$ cat src/rtl/lsu_store_buffer_pkg.sv
// Shared LSU definitions: access size encodings and lane-select helpers
// used by the store buffer and reused by the load path.
package lsu_store_buffer_pkg;

  typedef enum logic [1:0] {
    SIZE_B = 2'b00,
    SIZE_H = 2'b01,
    SIZE_W = 2'b10
  } size_e;

  localparam int unsigned LANES = 4;

  // Big-endian byte enables: bit 3 is byte offset 00.
  function automatic logic [3:0] byte_sel(input logic [1:0] size, input logic [1:0] a);
    logic [3:0] sel;
    sel = 4'b0000;
    case (size)
      SIZE_B: sel = 4'b1000 >> a;
      SIZE_H: begin
        if (a == 2'b00)      sel = 4'b1100;
        else if (a == 2'b10) sel = 4'b0011;
      end
      SIZE_W: if (a == 2'b00) sel = 4'b1111;
      default: sel = 4'b0000;
    endcase
    return sel;
  endfunction

  // Size 11 is not a legal encoding and is reported like a misalignment.
  function automatic logic misaligned(input logic [1:0] size, input logic [1:0] a);
    return ((size == SIZE_H) && a[0]) ||
           ((size == SIZE_W) && (a != 2'b00)) ||
           (size == 2'b11);
  endfunction

endpackage

$ cat src/rtl/lsu_store_buffer_if.sv
// Store-side, load-hazard and data-bus signals of the store buffer.
interface lsu_store_buffer_if #(
  parameter int WIDTH = 32,
  parameter int AW    = 32
);
  logic             st_valid;
  logic             st_ready;
  logic [AW-1:0]    st_addr;
  logic [1:0]       st_size;
  logic [WIDTH-1:0] st_data;
  logic             st_align_err;
  logic [AW-1:0]    ld_addr;
  logic             ld_hit;
  logic             dbus_req;
  logic [AW-1:0]    dbus_addr;
  logic [WIDTH-1:0] dbus_data;
  logic [3:0]       dbus_sel;
  logic             dbus_ack;
  logic             dbus_err;
  logic             sb_empty;
  logic             sb_err;
  logic [AW-1:0]    sb_err_addr;

  // Buffer side.
  modport slave (
    input  st_valid, st_addr, st_size, st_data, ld_addr, dbus_ack, dbus_err,
    output st_ready, st_align_err, ld_hit, dbus_req, dbus_addr, dbus_data,
           dbus_sel, sb_empty, sb_err, sb_err_addr
  );

  // LSU / bus side.
  modport master (
    output st_valid, st_addr, st_size, st_data, ld_addr, dbus_ack, dbus_err,
    input  st_ready, st_align_err, ld_hit, dbus_req, dbus_addr, dbus_data,
           dbus_sel, sb_empty, sb_err, sb_err_addr
  );
endinterface

$ cat src/rtl/lsu_sb_fifo.sv
// In-order store queue. Exposes per-entry valid bits and word addresses
// so the top can compare load addresses against every pending store.
module lsu_sb_fifo #(
  parameter int WIDTH = 32,
  parameter int AW    = 32,
  parameter int DEPTH = 4
) (
  input  logic                       clk,
  input  logic                       rst_n,
  input  logic                       i_push,
  input  logic                       i_pop,
  input  logic [AW-1:0]              i_addr,
  input  logic [WIDTH-1:0]           i_data,
  input  logic [3:0]                 i_sel,
  output logic                       o_full,
  output logic                       o_empty,
  output logic [AW-1:0]              o_head_addr,
  output logic [WIDTH-1:0]           o_head_data,
  output logic [3:0]                 o_head_sel,
  output logic [DEPTH-1:0]           o_valid,
  output logic [DEPTH-1:0][AW-3:0]   o_waddr
);
  localparam int PW = $clog2(DEPTH);
  localparam int CW = PW + 1;

  logic [AW-1:0]    r_addr [DEPTH];
  logic [WIDTH-1:0] r_data [DEPTH];
  logic [3:0]       r_sel  [DEPTH];
  logic [PW-1:0]    r_wr_ptr;
  logic [PW-1:0]    r_rd_ptr;
  logic [CW-1:0]    r_count;
  logic             w_push;
  logic             w_pop;

  assign o_full  = (r_count == CW'(DEPTH));
  assign o_empty = (r_count == '0);
  assign w_push  = i_push && !o_full;
  assign w_pop   = i_pop && !o_empty;

  // Pointer and occupancy update; push and pop together leave count unchanged.
  always_ff @(posedge clk or negedge rst_n) begin
    if (!rst_n) begin
      r_wr_ptr <= '0;
      r_rd_ptr <= '0;
      r_count  <= '0;
    end else begin
      if (w_push) r_wr_ptr <= r_wr_ptr + PW'(1);
      if (w_pop)  r_rd_ptr <= r_rd_ptr + PW'(1);
      if (w_push && !w_pop)      r_count <= r_count + CW'(1);
      else if (w_pop && !w_push) r_count <= r_count - CW'(1);
    end
  end

  // Entry storage; cleared on reset so the bus outputs read zero.
  always_ff @(posedge clk or negedge rst_n) begin
    if (!rst_n) begin
      for (int i = 0; i < DEPTH; i++) begin
        r_addr[i] <= '0;
        r_data[i] <= '0;
        r_sel[i]  <= '0;
      end
    end else if (w_push) begin
      r_addr[r_wr_ptr] <= i_addr;
      r_data[r_wr_ptr] <= i_data;
      r_sel[r_wr_ptr]  <= i_sel;
    end
  end

  assign o_head_addr = r_addr[r_rd_ptr];
  assign o_head_data = r_data[r_rd_ptr];
  assign o_head_sel  = r_sel[r_rd_ptr];

  // An entry is live when its distance from the read pointer is below count.
  for (genvar g = 0; g < DEPTH; g++) begin : g_ent
    logic [PW-1:0] w_off;
    assign w_off      = PW'(g) - r_rd_ptr;
    assign o_valid[g] = ({1'b0, w_off} < r_count);
    assign o_waddr[g] = r_addr[g][AW-1:2];
  end

endmodule

$ cat src/rtl/lsu_store_buffer.sv
// Posted-store buffer: derives byte selects, queues aligned stores,
// drains them in order over req/ack, flags load hazards, reports bus errors.
module lsu_store_buffer
  import lsu_store_buffer_pkg::*;
#(
  parameter int WIDTH = 32,
  parameter int AW    = 32,
  parameter int DEPTH = 4
) (
  input logic                 clk,
  input logic                 rst_n,
  lsu_store_buffer_if.slave   sb
);
  logic                     w_full;
  logic                     w_empty;
  logic                     w_push;
  logic                     w_pop;
  logic [3:0]               w_sel;
  logic [AW-1:0]            w_head_addr;
  logic [DEPTH-1:0]         w_valid;
  logic [DEPTH-1:0][AW-3:0] w_waddr;
  logic                     r_sb_err;
  logic [AW-1:0]            r_sb_err_addr;

  assign sb.st_align_err = sb.st_valid && misaligned(sb.st_size, sb.st_addr[1:0]);
  assign sb.st_ready     = !w_full;
  assign w_sel           = byte_sel(sb.st_size, sb.st_addr[1:0]);
  assign w_push          = sb.st_valid && !w_full && !sb.st_align_err;
  assign w_pop           = sb.dbus_req && (sb.dbus_ack || sb.dbus_err);

  lsu_sb_fifo #(.WIDTH(WIDTH), .AW(AW), .DEPTH(DEPTH)) u_fifo (
    .clk         (clk),
    .rst_n       (rst_n),
    .i_push      (w_push),
    .i_pop       (w_pop),
    .i_addr      (sb.st_addr),
    .i_data      (sb.st_data),
    .i_sel       (w_sel),
    .o_full      (w_full),
    .o_empty     (w_empty),
    .o_head_addr (w_head_addr),
    .o_head_data (sb.dbus_data),
    .o_head_sel  (sb.dbus_sel),
    .o_valid     (w_valid),
    .o_waddr     (w_waddr)
  );

  assign sb.dbus_req  = !w_empty;
  assign sb.dbus_addr = {w_head_addr[AW-1:2], 2'b00};
  assign sb.sb_empty  = w_empty;

  // Load hazard: any live entry, including the head being acked now.
  always_comb begin
    sb.ld_hit = 1'b0;
    for (int i = 0; i < DEPTH; i++) begin
      if (w_valid[i] && (w_waddr[i] == sb.ld_addr[AW-1:2])) sb.ld_hit = 1'b1;
    end
  end

  // Bus error: one-cycle pulse and capture of the failing byte address.
  always_ff @(posedge clk or negedge rst_n) begin
    if (!rst_n) begin
      r_sb_err      <= 1'b0;
      r_sb_err_addr <= '0;
    end else begin
      r_sb_err <= sb.dbus_req && sb.dbus_err;
      if (sb.dbus_req && sb.dbus_err) r_sb_err_addr <= w_head_addr;
    end
  end

  assign sb.sb_err      = r_sb_err;
  assign sb.sb_err_addr = r_sb_err_addr;

endmodule

$ cat src/flat_wrapper.sv
// flat-port wrapper written by rule: the top's interface ports become plain ports
module lsu_store_buffer_flat import lsu_store_buffer_pkg::*;
#(
  parameter int WIDTH = 32,
  parameter int AW    = 32,
  parameter int DEPTH = 4
)
  (clk, rst_n, sb_st_valid, sb_st_addr, sb_st_size, sb_st_data, sb_ld_addr, sb_dbus_ack, sb_dbus_err, sb_st_ready, sb_st_align_err, sb_ld_hit, sb_dbus_req, sb_dbus_addr, sb_dbus_data, sb_dbus_sel, sb_sb_empty, sb_sb_err, sb_sb_err_addr);
  lsu_store_buffer_if #(.WIDTH(WIDTH), .AW(AW)) sb_i ();
  input logic clk;
  input logic rst_n;
  input wire logic [$bits(sb_i.st_valid)-1:0] sb_st_valid;
  input wire logic [$bits(sb_i.st_addr)-1:0] sb_st_addr;
  input wire logic [$bits(sb_i.st_size)-1:0] sb_st_size;
  input wire logic [$bits(sb_i.st_data)-1:0] sb_st_data;
  input wire logic [$bits(sb_i.ld_addr)-1:0] sb_ld_addr;
  input wire logic [$bits(sb_i.dbus_ack)-1:0] sb_dbus_ack;
  input wire logic [$bits(sb_i.dbus_err)-1:0] sb_dbus_err;
  output wire logic [$bits(sb_i.st_ready)-1:0] sb_st_ready;
  output wire logic [$bits(sb_i.st_align_err)-1:0] sb_st_align_err;
  output wire logic [$bits(sb_i.ld_hit)-1:0] sb_ld_hit;
  output wire logic [$bits(sb_i.dbus_req)-1:0] sb_dbus_req;
  output wire logic [$bits(sb_i.dbus_addr)-1:0] sb_dbus_addr;
  output wire logic [$bits(sb_i.dbus_data)-1:0] sb_dbus_data;
  output wire logic [$bits(sb_i.dbus_sel)-1:0] sb_dbus_sel;
  output wire logic [$bits(sb_i.sb_empty)-1:0] sb_sb_empty;
  output wire logic [$bits(sb_i.sb_err)-1:0] sb_sb_err;
  output wire logic [$bits(sb_i.sb_err_addr)-1:0] sb_sb_err_addr;
  assign sb_i.st_valid = sb_st_valid;
  assign sb_i.st_addr = sb_st_addr;
  assign sb_i.st_size = sb_st_size;
  assign sb_i.st_data = sb_st_data;
  assign sb_i.ld_addr = sb_ld_addr;
  assign sb_i.dbus_ack = sb_dbus_ack;
  assign sb_i.dbus_err = sb_dbus_err;
  assign sb_st_ready = sb_i.st_ready;
  assign sb_st_align_err = sb_i.st_align_err;
  assign sb_ld_hit = sb_i.ld_hit;
  assign sb_dbus_req = sb_i.dbus_req;
  assign sb_dbus_addr = sb_i.dbus_addr;
  assign sb_dbus_data = sb_i.dbus_data;
  assign sb_dbus_sel = sb_i.dbus_sel;
  assign sb_sb_empty = sb_i.sb_empty;
  assign sb_sb_err = sb_i.sb_err;
  assign sb_sb_err_addr = sb_i.sb_err_addr;
  lsu_store_buffer #(.WIDTH(WIDTH), .AW(AW), .DEPTH(DEPTH)) u_core (.clk(clk), .rst_n(rst_n), .sb(sb_i));
endmodule
$ cat config.mk
export PLATFORM = sky130hd
export DESIGN_NAME = lsu_store_buffer_flat
export DESIGN_NICKNAME = d
export VERILOG_FILES = /design/src/rtl/lsu_store_buffer_pkg.sv /design/src/rtl/lsu_store_buffer_if.sv /design/src/rtl/lsu_sb_fifo.sv /design/src/rtl/lsu_store_buffer.sv /design/src/flat_wrapper.sv
export SDC_FILE = /design/constraint.sdc
export NUM_CORES = 1
export LEC_CHECK = 0
export ABC_AREA = 0
export BUFFER_PORTS_ARGS = -buffer_cell sky130_fd_sc_hd__buf_2
export CORE_ASPECT_RATIO = 2
export CORE_MARGIN = 2
export CORE_UTILIZATION = 30
export CTS_CLUSTER_SIZE = 30
export DETAILED_ROUTE_END_ITERATION = 10
export PLACE_DENSITY_LB_ADDON = 0.2
export REMOVE_ABC_BUFFERS = 1
export SLEW_MARGIN = 10
export SYNTH_ARGS = -nofsm -noshare
export SYNTH_HDL_FRONTEND = slang
export SYNTH_SLANG_ARGS = --single-unit
$ cat constraint.sdc
create_clock -name clk -period 2.9 [get_ports clk]
set_input_delay 0.29 -clock clk [delete_from_list [all_inputs] [get_ports clk]]
set_output_delay 0.29 -clock clk [all_outputs]
set_load 0.02 [all_outputs]
# Word level (Yosys, flattened, before mapping)
# Index checks and enable logic that the tools add are counted.
# totals
input_bits	103
register_bits	312
elab_cells	99
# op_classes
bitwise	2
eq_ne	9
order_cmp	7
n_reduce_logical	29
n_addsub	8
mux	26
shift	1
# ops
cell	count
$bwmux 128	2
$mux 32	5
$bmux 32 s2	2
$eq 30x30->1	4
$demux 32 s2	1
$mux 4	5
$bwmux 16	1
$logic_and 1x1->1	16
$lt 2x3->1	4
$pmux 4 s3	1
$bmux 4 s2	1
$demux 4 s2	1
$eq 2x2->1 const B	3
$ge 3x3->1 const B	2
$mux 3	2
$not 2->3	2
$logic_not 1->1	5
$add 2x1->2 const B	2
$logic_not 2->1	2
$mux 1	4
$reduce_bool 2->1	2
$shr 4x2->4 const A	1
$sub 1x2->2 const A	2
$sub 2x2->2 const A	2
8 further kinds	10

# Longest topological paths before layout
# Gate-level depths: netlist of run 1.
# logic_depth
depth_word	12
ltp_mapped	10
mapped_depth_nobuf	9

# By module
# A second synthesis of run 1 with hierarchy kept.
# unflattened
hier_cells	1096
hier_area_um2	15865.2
# modules_own_cells
module	seq_area_each_um2	cells_each	n_inst	area_per_inst_um2
lsu_sb_fifo	6981.7	832	1	13120.1
lsu_store_buffer	825.8	264	1	2745.1

# Worst setup path after synthesis of run 1
# OpenSTA, ideal clock, no wires.
# synth_path
kind	reg2out
startpoint	reg u_core.u_fifo.r_rd_ptr[1]
endpoint	out sb_ld_hit
slack_ns	0.214
t_arrival_ns	2.396
path_stages_with_launch	10
n_path_buf	3
cell_sequence	dfrtp_1 > buf_2 > clkbuf_1 > buf_2 > xor2_1 > ha_1 > a2111o_1 > a2111oi_0 > nand4_1 > nand4_1
# synth_between
elab_chain_cells	7
# synth_rtl
item	line_no	text
start: declaration	lsu_sb_fifo.sv:30	logic [PW-1:0] r_rd_ptr;
start signal: assignment	lsu_sb_fifo.sv:48	if (w_pop) r_rd_ptr <= r_rd_ptr + PW'(1);
$sub 1x2->2	lsu_sb_fifo.sv:76	assign w_off = PW'(g) - r_rd_ptr;
$lt 2x3->1	lsu_sb_fifo.sv:77	assign o_valid[g] = ({1'b0, w_off} < r_count);
$logic_and 1x1->1	lsu_store_buffer.sv:56	if (w_valid[i] && (w_waddr[i] == sb.ld_addr[AW-1:2])) sb.ld_hit = 1'b1;
$mux 1 (3 in a row)	lsu_store_buffer.sv:56	
$mux 1 *	lsu_store_buffer.sv:56	
end: declaration	flat_wrapper.sv:21	output wire logic [$bits(sb_i.ld_hit)-1:0] sb_ld_hit;
# Mark *: on every way between the ends. The rest lies on a longest branch, timed or not.

# Final worst setup path of run 1
# Same ends and word-level chain as after synthesis.

==> impl_results.md, run 1 <==
* Status: completed
* Clock sink count at 312
* Post-Layout Cell Count at 1915
* DR pass1 iterations at 6
* Via count at 9271
* Die X at 169.0 um
* Slew margin rel. at 58.27%
* Remaining antenna violation count after routing at 0
* Synth Flop Type: dfrtp_1
* Placed Area at 17750 sq um
* Drt total wl at 44190 um
* Cell area power density at 1270 nW/um^2
* First-pass GRT wire length at 67180 um
* Final Max Slew Viols at 0
* Post-Syn Instances at 1014
* Largest family of logic cells by synthesized area: multiplexers
* Hold Path Cell Cnt at 2
* Clock Skews at 0.01301 ns
* Register area share after synthesis at 47.82%
* Worst-path clk slew at 0.06 ns
* Fmax achieved at 345.3 MHz
* CTS tree: done
* Post-synthesis cell type count at 39
* Final setup fails at 0
* Part of the cycle the worst path needs at 99.88%
* Die ar. at 56420 sq um
* GPL Wtd Cong at 0.7717
* Synthesized area per cell at 16.10 sq um
* Simple logic cell fraction of the synthesized area at 2.851%
* Core area at 54050 sq um
* P&R area growth vs syn at 17.13%
* Critical path peak fanout at 4
* Remaining DRCs at 0
* Fill cells at 5146
* Initial Util at 30.21%
* Leak Pwr at 9.165 nW
* Critical Path Sink Type: output pin
* Rows at 121
* Hold WC Path Type: primary input to flip-flop
* WL/cell at 23.08 um
* Overall routing resource usage at 15.76%
* Util after Layout at 35.38%
* CTS Buf Count at 37
* Most common cell after layout, fill and taps aside: dfrtp_1
* Worst setup path class: flip-flop to output pin
* # IOs at 209
* Max-cap violations at 0
* Min Hold Slack at 0.04137 ns
* Largest area contributor in the netlist: dfrtp_1
* GRT met3 Usage at 4.675%
* Arrival @ worst endpoint at 2.61 ns
* Share of post-route cells with drive strength above 1 at 54.01%
* Root buf cell: clkbuf_16
* Post-DP HPWL at 30050 um
* Met2 Use GR at 25.48%
* Cells after DPL at 1844
* Synthesis-stage register bit count at 312
* Vias in the first global route at 10303
* GR Overflow Total at 0
* Initial antenna violation count at 19
* Startpoint types: flip-flop
* Port Buf Inserts at 204
* Worst-Skew Late Latency at 0.52 ns
* Xor-xnor portion of the synthesized cell area at 6.866%
* Critical path required time at 2.61 ns
* Vias per inst at 4.841
* Multi-input logic area at 7646 sq um
* Largest net degree at the start of global routing at 83
* Cells taking the most area after synthesis: dfrtp_1, mux2_4, mux4_2, xor2_1, xnor2_1
* Post-synth EDFFs at 0
* H-tree depth at 2
* Yosys warnings at 0
* Mux cell area share after synthesis at 34.55%
* Compound-Gate Fraction of Synth Area at 1.379%
* Async SR Flop Fraction at 100.0%
* Die height at 333.9 um
* FF/Latch Area at 7816 sq um
* Max IR drop VDD at 0.6995 mV
* Detailed router's first-iteration violation count at 351
* Adder-Cell Fraction of Synth Area at 0.8123%
* Final Hold Viols at 0
* Layer with the highest usage: met2
* CTS Buffer Depth at 3
* RSZ-0062 raised after global routing: yes
* Global Route met1 Usage at 20.36%
* Yosys top cell area share at 47.82%
* Crit path time final at 2.896 ns
* Commonest cells after routing, fill and taps aside: dfrtp_1, mux2_4, buf_2, xor2_1, mux4_2
* Finished Cell Area at 19120 sq um
* Final Total Pwr at 24.29 mW
* Synthesized cell area at 16330 sq um
* NumNets Final at 1324
* Worst-Margin Slew at 0.6260 ns
* R2R cell count at 6
## stage by stage
step / worst slack (ns) / setup TNS [ns]
after floorplan: -1.743 / -95.82
after global placement: 0.2187 / 0
final: 0.003546 / 0
after CTS: -0.07357 / -0.07357
after detailed placement: 0.2873 / 0
after global routing: -0.1290 / -0.1290
## path summary, 6_finish.rpt
check	to	from	slack, ns
worst max register to register	u_core.u_fifo.r_data[107]$_DFFE_PN0P_	u_core.u_fifo.r_count[0]$_DFFE_PN0P_	0.43
worst min register to register	u_core.u_fifo.r_sel[10]$_DFFE_PN0P_	u_core.u_fifo.r_sel[10]$_DFFE_PN0P_	0.48
worst max-delay path	sb_ld_hit	u_core.u_fifo.r_rd_ptr[1]$_DFFE_PN0P_	0.004
max in group asynchronous	u_core.u_fifo.r_data[69]$_DFFE_PN0P_	rst_n	1.70
min in group asynchronous	u_core.u_fifo.r_data[30]$_DFFE_PN0P_	rst_n	0.34
worst min-delay path	u_core.u_fifo.o_waddr[10]$_DFFE_PN0P_	sb_st_addr[12]	0.04
## power by group
| part | internal, mW | switching, mW | leakage, nW |
|---|---|---|---|
| clock | 2.92 | 1.86 | 0.613 |
| sequential | 6.54 | 1.60 | 3.79 |
| combinational | 6.02 | 5.34 | 4.76 |
## state kept, by name, summed over array words and instances (netlist names)
name and count:
u_core.u_fifo.r_data 128, u_core.u_fifo.o_waddr 120, u_core.sb.sb_err_addr 32, u_core.u_fifo.r_sel 16, u_core.u_fifo.r_addr 8, u_core.u_fifo.r_count 3, u_core.u_fifo.r_rd_ptr 2, u_core.u_fifo.r_wr_ptr 2
u_core.sb.sb_err 1
## critical path, stage by stage, from the launching register on
cell and delay, ns:
dfrtp_4 0.50, xor2_1 0.19, ha_1 0.20, a2111o_1 0.39, a2111oi_4 0.20, buf_4 0.16, nand4_1 0.09, nand4_1 0.21
buf_6 0.15
## cell type report
| type | instances | area share, % |
|---|---|---|
| flip-flops and latches | 312 | 40.87 |
| multi-input cells | 606 | 39.98 |
| repair buffers | 243 | 7.982 |
| clock buffers | 51 | 5.588 |
| well taps | 676 | 4.423 |
| clock inverters | 12 | 0.8833 |
| inverters | 11 | 0.2159 |
| diodes | 4 | 0.05234 |
## logic make-up (layout without fill, tap and decap cells)
family          count (synthesis)  after routing
xor+xnor                      128            128
flops                         312            312
simple gates                   75             75
compound gates                 38             38
other cells                     1              6
mux                           353            353
fa+ha+maj                      10             10
buf+inv                        97            317
## routing by layer
| layer | wire, um | share of wire [%] |
|---|---|---|
| met4 | 1200 | 2.7 |
| met2 | 20750 | 47 |
| met3 | 3130 | 7.1 |
| met5 | 160 | 0.36 |
| met1 | 18950 | 43 |
## cells in the mapped netlist (2+ instances only)
master	count
a2111oi_0	4
a21oi_1	6
buf_1	2
buf_12	24
buf_2	11
buf_4	38
clkbuf_1	9
dfrtp_1	312
ha_1	9
inv_1	11
mux2_2	45
mux2_4	240
mux4_2	68
nand2_1	23
nand2_8	4
nand4_1	19
nor2_1	5
nor3_1	2
nor4_1	14
o21ai_0	23
xnor2_1	59
xor2_1	69
## timing repair
action | 4_1_cts | 5_1_grt
hold endpoints to repair | 65 | 0
gates resized for setup | 7 | 8
hold buffers | 1 | 0
pin swaps | 2 | 5
cloned | 1 | 0
setup buffers | 0 | 2
endpoints found under the setup margin | 53 | 2
Power figures use the tool's default switching activity.
==> inputs of run 2 (changes only) <==
Settings changed: CORE_ASPECT_RATIO 2 to 0.9, CORE_UTILIZATION 30 to 59, MAX_ROUTING_LAYER from default to met4.
==> run 2 against run 1 <==
  * Combinational power is 4% lower
  * Highest routed layer is now met4
  * Routed wire length down 21%
  * Largest power group unchanged
  * First-iteration DRC count grew 46%
  * Register-to-register slack worse by 0.04 ns
  * Final cell count decreased by 17%
  * Critical path depth down 1
  * Critical endpoint unchanged
  * Setup slack improved by 0.065 ns
  * Total power is 3.6% lower
==> impl_results.md, run 2 (synthesis gave the netlist of run 1 again) <==
* Status: completed (unchanged)
* Hold WC Path Type: primary input to flip-flop (unchanged)
* Startpoint types: flip-flop (unchanged)
* Port Buf Inserts at 204 (unchanged)
* Cell mode on critical path: nand4_1 (unchanged)
* CP delay by family, top: compound AO/OA/AOI/OAI gates (unchanged)
* Initial antenna violation count at 6 (was 19)
* Max IR drop VDD at 0.8053 mV (was 0.6995 mV)
* CTS Buf Count at 35 (was 37)
* Critical Path Sink Type: output pin (unchanged)
* Fmax achieved at 353.2 MHz (was 345.3 MHz)
* CTS tree: done (unchanged)
* Max-cap violations at 0 (unchanged)
* Die X at 179.4 um (was 169.0 um)
* Overall routing resource usage at 25.40% (was 15.76%)
* Final Hold Viols at 0 (unchanged)
* Vias in the first global route at 9526 (was 10303)
* GPL Wtd Cong at 0.8093 (was 0.7717)
* Core area at 27100 sq um (was 54050 sq um)
* Total Neg Setup Slack at 0 ns (unchanged)
* Worst-path clk slew at 0.06 ns (about the same)
* Worst setup path class: flip-flop to output pin (unchanged)
* Clock sink count at 312 (unchanged)
* Commonest cells after routing, fill and taps aside: dfrtp_1, mux2_4, buf_2, xor2_1, mux4_2 (unchanged)
* Max FFs per register at 128 (unchanged)
* Remaining antenna violation count after routing at 0 (unchanged)
* Worst-Skew Late Latency at 0.50 ns (was 0.52 ns)
* Critical Path Max Stage Delay at 0.50 ns (about the same)
* Min Hold Slack at 0.06164 ns (was 0.04137 ns)
* Via count at 8987 (was 9271)
* # IOs at 209 (unchanged)
* Remaining DRCs at 0 (unchanged)
* Critical path required time at 2.61 ns (about the same)
* WL/cell at 22.01 um (was 23.08 um)
* Part of the cycle the worst path needs at 97.63% (was 99.88%)
* RSZ-0062 raised after global routing: yes (unchanged)
* Critical path peak fanout at 4 (unchanged)
* CTS Buffer Depth at 3 (unchanged)
* CP Buf/Inv Count at 1 (was 2)
* Drt total wl at 34800 um (was 44190 um)
* H-tree depth at 2 (unchanged)
* Detailed router's first-iteration violation count at 511 (was 351)
* Arrival @ worst endpoint at 2.54 ns (was 2.61 ns)
* Die ar. at 29020 sq um (was 56420 sq um)
* Crit path time final at 2.831 ns (was 2.896 ns)
* DR pass1 iterations at 4 (was 6)
* Largest Register: u_core.u_fifo.r_data (unchanged)
* Post-DP HPWL at 23720 um (was 30050 um)
* Initial Util at 60.24% (was 30.21%)
* Clock Skews at 0.01101 ns (was 0.01301 ns)
* P&R area growth vs syn at 13.66% (was 17.13%)
* Final Max Slew Viols at 0 (unchanged)
* Most common cell after layout, fill and taps aside: dfrtp_1 (unchanged)
* Cell area power density at 1262 nW/um^2 (was 1270 nW/um^2)
* First-pass GRT wire length at 55050 um (was 67180 um)
* Critical-path top delay cell: dfrtp_4 (unchanged)
* Crit-path cells: xor2_1 -> ha_1 -> a2111o_1 -> a2111oi_4 -> nand4_1 -> nand4_1 -> buf_6 (was xor2_1 -> ha_1 -> a2111o_1 -> a2111oi_4 -> buf_4 -> nand4_1 -> nand4_1 -> buf_6)
* Leak Pwr at 9.076 nW (was 9.165 nW)
* Rows at 57 (was 121)
* Vias per inst at 5.684 (was 4.841)
* Die height at 161.8 um (was 333.9 um)
* GR Overflow Total at 0 (unchanged)
* Worst-Margin Slew at 1.120 ns (was 0.6260 ns)
* Root buf cell: clkbuf_16 (unchanged)
* Final setup fails at 0 (unchanged)
* Slew margin rel. at 25.31% (was 58.27%)
* NumNets Final at 1312 (was 1324)
* Largest net degree at the start of global routing at 84 (was 83)
* Share of post-route cells with drive strength above 1 at 53.24% (was 54.01%)
## run 2: cell types whose count changed in the layout (fill, tap and decap cells not counted), sizes merged
| cell | previous run | this run |
|---|---|---|
| buf | 242 | 232 |
| bufinv | 4 | 3 |
| clkinv | 6 | 5 |
| clkinvlp | 1 | 0 |
| diode | 4 | 6 |
| inv | 12 | 11 |
## run 2: power breakdown
part / internal [mW] / leakage (nW) / switching [mW]
logic: 5.93 / 4.71 / 4.92
clock network: 2.76 / 0.577 / 1.69
registers: 6.54 / 3.79 / 1.57
total: 15.2 / 9.08 / 8.18
## run 2: final timing paths
kind / slack, ns / endpoint / depth (start not counted) / start
max: 0.07 / sb_ld_hit / 7 / u_core.u_fifo.r_rd_ptr[1]$_DFFE_PN0P_
min: 0.06 / u_core.u_fifo.r_data[94]$_DFFE_PN0P_ / 2 / sb_st_data[30]
max reg2reg: 0.39 / u_core.u_fifo.r_count[2]$_DFFE_PN0P_ / 10 / u_core.u_fifo.r_count[1]$_DFFE_PN0P_
min reg2reg: 0.48 / u_core.u_fifo.r_sel[4]$_DFFE_PN0P_ / 2 / u_core.u_fifo.r_sel[4]$_DFFE_PN0P_
max in group asynchronous: 1.63 / u_core.u_fifo.r_data[110]$_DFFE_PN0P_ / 3 / rst_n
min in group asynchronous: 0.37 / u_core.sb.sb_err_addr[5]$_DFFE_PN0P_ / 2 / rst_n
## run 2: routing by layer
layer  GRT usage, %  vias to the layer above  share of wire (%)
met2          38.54                      244                 48
met3          5.618                       52                6.3
met1          34.84                     4681                 44
met5              -                        -                  0
met4          7.075                        0                2.1
li1               -                     4010                  -
## run 2: final cells by class
type,instances,area (sq um)
clock buffer,51,1049
multi-input combinational,606,7647
sequential,312,7815
fill,1935,8544
antenna,6,15.01
timing repair buffer,233,1431
tap,354,442.9
inverter,11,41.29
clock inverter,8,115.1
## run 2: stage by stage
| stage | instance area (sq um) | setup WS (ns) | cells | total power [mW] | utilization [%] |
|---|---|---|---|---|---|
| 3_3_place_gp | 17290 | 0.3242 | 1514 | 18.63 | 63.80 |
| 3_5_place_dp | 17290 | 0.2879 | 1514 | 18.89 | 63.80 |
| 6_report | 18560 | 0.06865 | 1581 | 23.42 | 68.47 |
| 2_1_floorplan | 15440 | -1.743 | 929 | 15.85 | - |
| 4_1_cts | 18510 | 0.009550 | 1574 | 23.54 | 68.29 |
| 5_1_grt | 18560 | -0.01568 | 1581 | 24.72 | 68.47 |
## run 2: repair_timing
action,4_1_cts,5_1_grt
hold buffers,1,0
resized for setup,9,6
pin swaps,0,3
setup buffers,0,1
endpoints found under the setup margin,34,6
hold endpoints to repair,75,0
## run 2: worst register-to-register path, stage by stage (launching register included)
cell and delay (ns):
dfrtp_1 0.41, buf_4 0.15, nor3_1 0.26, inv_1 0.12
o21ai_0 0.26, ha_1 0.31, inv_1 0.08, fa_1 0.43
xor2_1 0.17, nor2_1 0.12, xnor2_1 0.13
